File: src/rtl/bus_pkg.sv
// Shared definitions for the data_bus send-side framer: FSM states, header layout
// and well-known source IDs.
package bus_pkg;

  typedef enum logic [1:0] {
    IDLE,
    HDR,
    PAYLOAD,
    WAIT_ACK
  } state_t;

  localparam int unsigned HDR_LEN_LSB  = 0;
  localparam int unsigned HDR_LEN_W    = 4;
  localparam int unsigned HDR_DEST_LSB = 4;
  localparam int unsigned HDR_SRC_LSB  = 6;

  localparam logic [1:0] SRC_AES  = 2'b00;
  localparam logic [1:0] SRC_SHA  = 2'b01;
  localparam logic [1:0] SRC_CTRL = 2'b11;

  function automatic logic [7:0] make_header(input logic [1:0] src,
                                             input logic [1:0] dest,
                                             input logic [3:0] len_m1);
    logic [7:0] h;
    h = '0;
    h[HDR_SRC_LSB  +: 2]         = src;
    h[HDR_DEST_LSB +: 2]         = dest;
    h[HDR_LEN_LSB  +: HDR_LEN_W] = len_m1;
    return h;
  endfunction

endpackage

File: src/rtl/bus_ack_timer.sv
// Loadable up-counter used to time the wait for a bus acknowledge; flags expiry
// when the count reaches LIMIT-1.
module bus_ack_timer #(
  parameter int unsigned WIDTH = 8,
  parameter int unsigned LIMIT = 15
) (
  input  logic             clk,
  input  logic             rst,
  input  logic             clr,
  input  logic             load,
  input  logic [WIDTH-1:0] load_val,
  input  logic             en,
  output logic             expired
);

  logic [WIDTH-1:0] count;

  always_ff @(posedge clk) begin
    if (rst || clr) begin
      count <= '0;
    end else if (load) begin
      count <= load_val;
    end else if (en) begin
      count <= count + 1'b1;
    end
  end

  assign expired = (count == WIDTH'(LIMIT - 1));

endmodule

File: src/rtl/bus_tx_framer.sv
// Frames one upstream word as header + payload bytes onto the data_bus send side,
// waits for the bus ack and retransmits on timeout up to MAX_RETRY times.
module bus_tx_framer
  import bus_pkg::*;
#(
  parameter int unsigned NUM_BYTES   = 4,
  parameter int unsigned ACK_TIMEOUT = 15,
  parameter int unsigned MAX_RETRY   = 3
) (
  input  logic                   clk,
  input  logic                   rst,
  input  logic [1:0]             src_id,
  input  logic                   in_valid,
  output logic                   in_ready,
  input  logic [8*NUM_BYTES-1:0] in_data,
  input  logic [1:0]             in_dest,
  output logic                   send_valid,
  output logic [7:0]             send_data,
  input  logic                   send_ready,
  input  logic                   ack,
  output logic                   busy,
  output logic                   done,
  output logic                   err
);

  localparam int unsigned      IDX_W     = (NUM_BYTES > 1) ? $clog2(NUM_BYTES) : 1;
  localparam logic [IDX_W-1:0] IDX_LAST  = IDX_W'(NUM_BYTES - 1);
  localparam logic [3:0]       LEN_M1    = 4'(NUM_BYTES - 1);
  localparam logic [2:0]       RETRY_MAX = 3'(MAX_RETRY);

  state_t state, next_state;

  logic [8*NUM_BYTES-1:0] word_q;
  logic [7:0]             word_bytes [NUM_BYTES];
  logic [1:0]             dest_q;
  logic [1:0]             hdr_dest;
  logic [IDX_W-1:0]       idx_q, idx_d;
  logic [2:0]             retry_q;

  logic accept, xfer, timer_expired, timeout, retry_ok;
  logic timer_clr, timer_en;

  logic       in_ready_d, busy_d, send_valid_d, done_d, err_d;
  logic [7:0] send_data_d;

  assign accept   = in_valid && in_ready;
  assign xfer     = send_valid && send_ready;
  assign timeout  = (state == WAIT_ACK) && !ack && timer_expired;
  assign retry_ok = (retry_q < RETRY_MAX);

  always_comb begin
    for (int unsigned i = 0; i < NUM_BYTES; i++) begin
      word_bytes[i] = word_q[8*i +: 8];
    end
  end

  // State register
  always_ff @(posedge clk) begin
    if (rst) begin
      state <= IDLE;
    end else begin
      state <= next_state;
    end
  end

  // Next-state logic
  always_comb begin
    next_state = state;
    case (state)
      IDLE:     if (accept) next_state = HDR;
      HDR:      if (xfer) next_state = PAYLOAD;
      PAYLOAD:  if (xfer && (idx_q == '0)) next_state = WAIT_ACK;
      WAIT_ACK: begin
        if (ack) begin
          next_state = IDLE;
        end else if (timer_expired) begin
          next_state = retry_ok ? HDR : IDLE;
        end
      end
      default:  next_state = IDLE;
    endcase
  end

  always_comb begin
    idx_d = idx_q;
    if ((state == HDR) && xfer) begin
      idx_d = IDX_LAST;
    end else if ((state == PAYLOAD) && xfer && (idx_q != '0)) begin
      idx_d = idx_q - 1'b1;
    end
  end

  always_ff @(posedge clk) begin
    if (rst) begin
      word_q  <= '0;
      dest_q  <= '0;
      idx_q   <= '0;
      retry_q <= '0;
    end else begin
      if ((state == IDLE) && accept) begin
        word_q  <= in_data;
        dest_q  <= in_dest;
        retry_q <= '0;
      end else if (timeout && retry_ok) begin
        retry_q <= retry_q + 1'b1;
      end
      idx_q <= idx_d;
    end
  end

  // Outputs are registered, so the header is built while the word is still on
  // the input bus; dest_q only becomes valid on the same edge.
  assign hdr_dest = (state == IDLE) ? in_dest : dest_q;

  // Output logic
  always_comb begin
    in_ready_d   = (next_state == IDLE);
    busy_d       = !in_ready_d;
    send_valid_d = 1'b0;
    send_data_d  = '0;
    done_d       = (state == WAIT_ACK) && ack;
    err_d        = timeout && !retry_ok;
    case (next_state)
      HDR: begin
        send_valid_d = 1'b1;
        send_data_d  = (state == HDR) ? send_data : make_header(src_id, hdr_dest, LEN_M1);
      end
      PAYLOAD: begin
        send_valid_d = 1'b1;
        send_data_d  = word_bytes[idx_d];
      end
      default: ;
    endcase
  end

  always_ff @(posedge clk) begin
    if (rst) begin
      in_ready   <= 1'b0;
      busy       <= 1'b0;
      send_valid <= 1'b0;
      send_data  <= '0;
      done       <= 1'b0;
      err        <= 1'b0;
    end else begin
      in_ready   <= in_ready_d;
      busy       <= busy_d;
      send_valid <= send_valid_d;
      send_data  <= send_data_d;
      done       <= done_d;
      err        <= err_d;
    end
  end

  assign timer_clr = (state == PAYLOAD) && (next_state == WAIT_ACK);
  assign timer_en  = (state == WAIT_ACK);

  bus_ack_timer #(
    .WIDTH (8),
    .LIMIT (ACK_TIMEOUT)
  ) u_ack_timer (
    .clk      (clk),
    .rst      (rst),
    .clr      (timer_clr),
    .load     (1'b0),
    .load_val (8'd0),
    .en       (timer_en),
    .expired  (timer_expired)
  );

endmodule

File: config.mk
export PLATFORM = sky130hd
export DESIGN_NAME = bus_tx_framer
export DESIGN_NICKNAME = d
export VERILOG_FILES = /design/src/rtl/bus_pkg.sv /design/src/rtl/bus_ack_timer.sv /design/src/rtl/bus_tx_framer.sv
export SDC_FILE = /design/constraint.sdc
export NUM_CORES = 1
export LEC_CHECK = 0
export ABC_AREA = 1
export BUFFER_PORTS_ARGS = -buffer_cell sky130_fd_sc_hd__buf_2
export CORE_ASPECT_RATIO = 0.5
export CORE_MARGIN = 2
export CORE_UTILIZATION = 55
export DETAILED_ROUTE_END_ITERATION = 12
export HOLD_SLACK_MARGIN = 0.12
export PLACE_DENSITY = 0.82
export RECOVER_POWER = 50
export SLEW_MARGIN = 10
export SYNTH_ARGS = -nofsm -noshare
export SYNTH_HDL_FRONTEND = slang
export SYNTH_SLANG_ARGS = --single-unit
File: constraint.sdc
create_clock -name clk -period 2.6 [get_ports clk]
set_input_delay 0.52 -clock clk [delete_from_list [all_inputs] [get_ports clk]]
set_output_delay 0.52 -clock clk [all_outputs]
set_load 0.05 [all_outputs]
==> summary.md <==
| Metric | Value |
|---|---|
| Dpl cells | `around 510` |
| DIE AREA | `5740 um^2` |
| Drt first pass iters | `4` |
| Layout area overhead | `20.0%` |
| Crit start category | `register` |
| Total Wirelength | `6.16 mm` |
| Met1 Usage GRT | `0.270` |
| Fin crit share | `0.872` |
| Cell family with most CP delay | `simple AND/OR/NAND/NOR gates` |
| R2R depth | `17` |
| Max_slew headroom | `0.594` |
| Min-Delay Endpoint | `done$_SDFF_PP0_` |
| Synthesized area per cell | `a little over 7 um^2` |
| Skew final | `0.00842 ns` |
| Final net count | `~500` |
| Register area share after synthesis | `0.441` |
| Overflow after GRT | `0` |
| Hold path cells | `3` |
| FP Rows | `18` |
| Hold_buf cts | `0` |
| Placer Congestion | `0.822` |
| Die height | `between 50 and 60 um` |
| Slew @ Worst Pin | `0.611 ns` |
| Post-DP HPWL | `4.33 mm` |
| GR peak layer | `met2` |
| Antenna viol nets, final | `0` |
| Critical path required time | `2.82 ns` |
| Worst r2r src | `u_ack_timer.count[0]$_SDFFE_PP0N_` |
| Worst vdd ir | `around 360 uV` |
| Max-cap violation count | `0` |
| Critical path peak fanout | `5` |
| HP Class | `in -> reg` |
| Root Driver | `clkbuf_8` |
| Post-route minimum period | `2.27 ns` |
| Clk buf depth | `2` |
| Finished Layout Cells | `528` |
| PortBufs | `53` |
| Clk slew on worst S/H paths | `0.07 ns` |
| Slowest cell on the critical path | `dfxtp_1` |
| Clock power share | `0.431` |
| Share of layout cells above drive strength 1 | `0.159` |
| Vias per cell | `4.91` |
| Critical Path End Type | `register` |
| Fmax | `0.441 GHz` |
| CTS H-Tree Depth | `3` |
| Most used cell, CP | `inv_1` |
| Pwr Density | `714 nW/um^2` |
| Commonest non-fill, non-tap cell in the layout | `nand2_1` |
| Initial Util | `0.570` |
| Io pins | `54` |
| CTS Buf Count | `9` |
| Number of diodes | `0` |
| Tot Pwr | `0.00241 W` |
| Setup Crit Path Kind | `reg -> reg` |
| Post-Syn Nets | `447` |
| Post-route cell area | `3370 um^2` |
| Cell Chain, Critical Path | `inv_1 > ha_1 > nand4_1 > nor2_1 > nand2_2 > nand3_1 > nand2_1 > inv_1 > ha_1 > inv_1 > nand2_1 > inv_1 > nand2_1 > inv_2 > a22o_1 > inv_1 > a21oi_1` |
| FF+latch count, synth | `62` |
| Setup Total Neg Slack | `0 ns` |
| Core ar. | `a little under 5000 um^2` |
| Syn Inst Count | `roughly 400` |
| Cts repair resizes | `0` |
| Critical Path Max Stage Delay | `0.35 ns` |
| Placed Area | `3140 um^2` |
| Hold Slack | `0.407 ns` |
| Number of global-route vias before repair | `2277` |
| Initial drt markers | `114` |
| Sw frac | `0.267` |
| Net Sw Power | `0.000644 W` |
| GRT Total Usage | `0.230` |
| Hold path startpoint | `ack` |
| Met2 GRT Util | `0.396` |
| CTS Sinks | `62` |
| Cell taking the most area after synthesis | `dfxtp_1` |
| DR DRC count | `0` |
| Critical Path AT | `2.49 ns` |
| Combinational power share | `0.139` |
| Final Hold Viols | `0` |
| Sequential cell fraction of total power | `0.431` |
| Slew Limit Fails | `0` |
| Count of different cell masters after synthesis | `25` |
| Area contributors post-synth | `dfxtp_1, nand2_1, inv_1` |
| Final Setup Violations | `0` |
| Most frequent cells in the layout | `nand2_1, inv_1, dfxtp_1, a21oi_1, nand3_1` |
| Internal power | `0.00176 W` |
| DR vias | `2593` |
| First-pass GRT wire length | `9.90 mm` |
| Share of the synthesized area in the top cell type | `0.441` |
| Setup bufs post-CTS | `0` |
| Yosys warnings | `0` |
| WL per Instance | `11.7 um` |
| Width of the die | `105 um` |
| P_leak | `1.54 nW` |
| Reg-to-Reg End | `send_data[6]$_SDFFE_PP0P_` |
| Post-Syn Area | `2810 um^2` |
| Status | `finished clean` |
| GR Layer Usage met3 | `0.0810` |
| Clk Latency, worst-skew pair | `between 0.3 and 0.4 ns` |
| Clock tree from TritonCTS | `yes` |
| Largest net degree at the start of global routing | `66` |
| Worst R2R Setup Slack | `~0.33 ns` |
| Crit path buffers/inverters | `6` |
| Initial antenna violation count | `0` |
layer usage:
metal / up-vias / wire length, um
li1: 1381 / -
met4: 0 / 87
met3: 10 / 338
met5: - / 0
met2: 71 / 2950
met1: 1131 / 2790
flip-flops by register name, indices dropped and copies added, names as in the netlist, 2 cells and up:
name	cells
retry_q	3
send_data	8
dest_q	2
idx_q	2
word_q	32
state	2
u_ack_timer.count	8
worst max-delay path by stage:
stage	startpoint	endpoint	slack (ns)	cells past startpoint
4_1_cts	u_ack_timer.count[0]$_SDFFE_PP0N_	send_data[6]$_SDFFE_PP0P_	0.24	17
3_3_place_gp	send_ready	send_data[6]$_SDFFE_PP0P_	0.32	18
3_5_place_dp	send_ready	send_data[6]$_SDFFE_PP0P_	0.22	18
2_1_floorplan	send_valid$_SDFF_PP0_	send_data[6]$_SDFFE_PP0P_	0.25	15
6_report	u_ack_timer.count[0]$_SDFFE_PP0N_	send_data[6]$_SDFFE_PP0P_	0.33	17
5_1_grt	u_ack_timer.count[3]$_SDFFE_PP0N_	send_data[6]$_SDFFE_PP0P_	-0.01	17
per-stage QoR:
step	setup slack, ns	utilization
6_report	0.332	0.684
5_1_grt	-0.0101	0.684
4_1_cts	0.244	0.687
3_5_place_dp	0.221	0.637
3_3_place_gp	0.321	0.637
2_1_floorplan	0.246	-
power groups by stage:
stage          sequential, W  clock [W]  combinational, W
3_5_place_dp         0.00106          0          0.000334
4_1_cts              0.00104    0.00105          0.000337
6_report             0.00104    0.00104          0.000334
2_1_floorplan        0.00110          0          0.000201
3_3_place_gp         0.00106          0          0.000327
5_1_grt              0.00104    0.00109          0.000382
cells in the mapped netlist:
cell type  instances
nand2_1           74
inv_1             69
dfxtp_1           62
a21oi_1           48
nand3_1           41
o21ai_0           40
nor2_1            23
clkbuf_1          12
ha_1               8
a22o_1             2
a22oi_1            2
nand2_2            2
nand3_2            2
or2_2              2
buf_2              1
buf_4              1
buf_6              1
inv_2              1
nand3b_1           1
nand4_1            1
nor3_1             1
nor3_2             1
nor4_1             1
xnor2_1            1
xor2_1             1
layout make-up:
| cell class | count | area (um^2) |
|---|---|---|
| Clock inverter | 7 | 121 |
| Tap cell | 70 | 87.6 |
| Sequential cell | 62 | 1240 |
| Clock buffer | 9 | 124 |
| Multi-Input combinational cell | 251 | 1240 |
| Inverter | 70 | 263 |
| Fill cell | 457 | 1560 |
| Timing Repair Buffer | 59 | 294 |
tightest hold or removal path, delay by kind of cell:
kind                   cells  cell delay [ns]
AND/OR/NAND/NOR            2             0.09
buffers and inverters      1             0.10
cells by family (layout without fill, tap and decap cells):
kind of cell             Yosys count  count (layout)  synth area share
XOR/XNOR                           2               2           0.00623
adder cells (fa/ha/maj)            8               8            0.0356
AO/OA/AOI/OAI                     92              92             0.168
AND/OR/NAND/NOR                  149             149             0.231
buffers and inverters             85             145             0.118
flip-flops                        62              62             0.441
(Power assumes the default switching activity.)
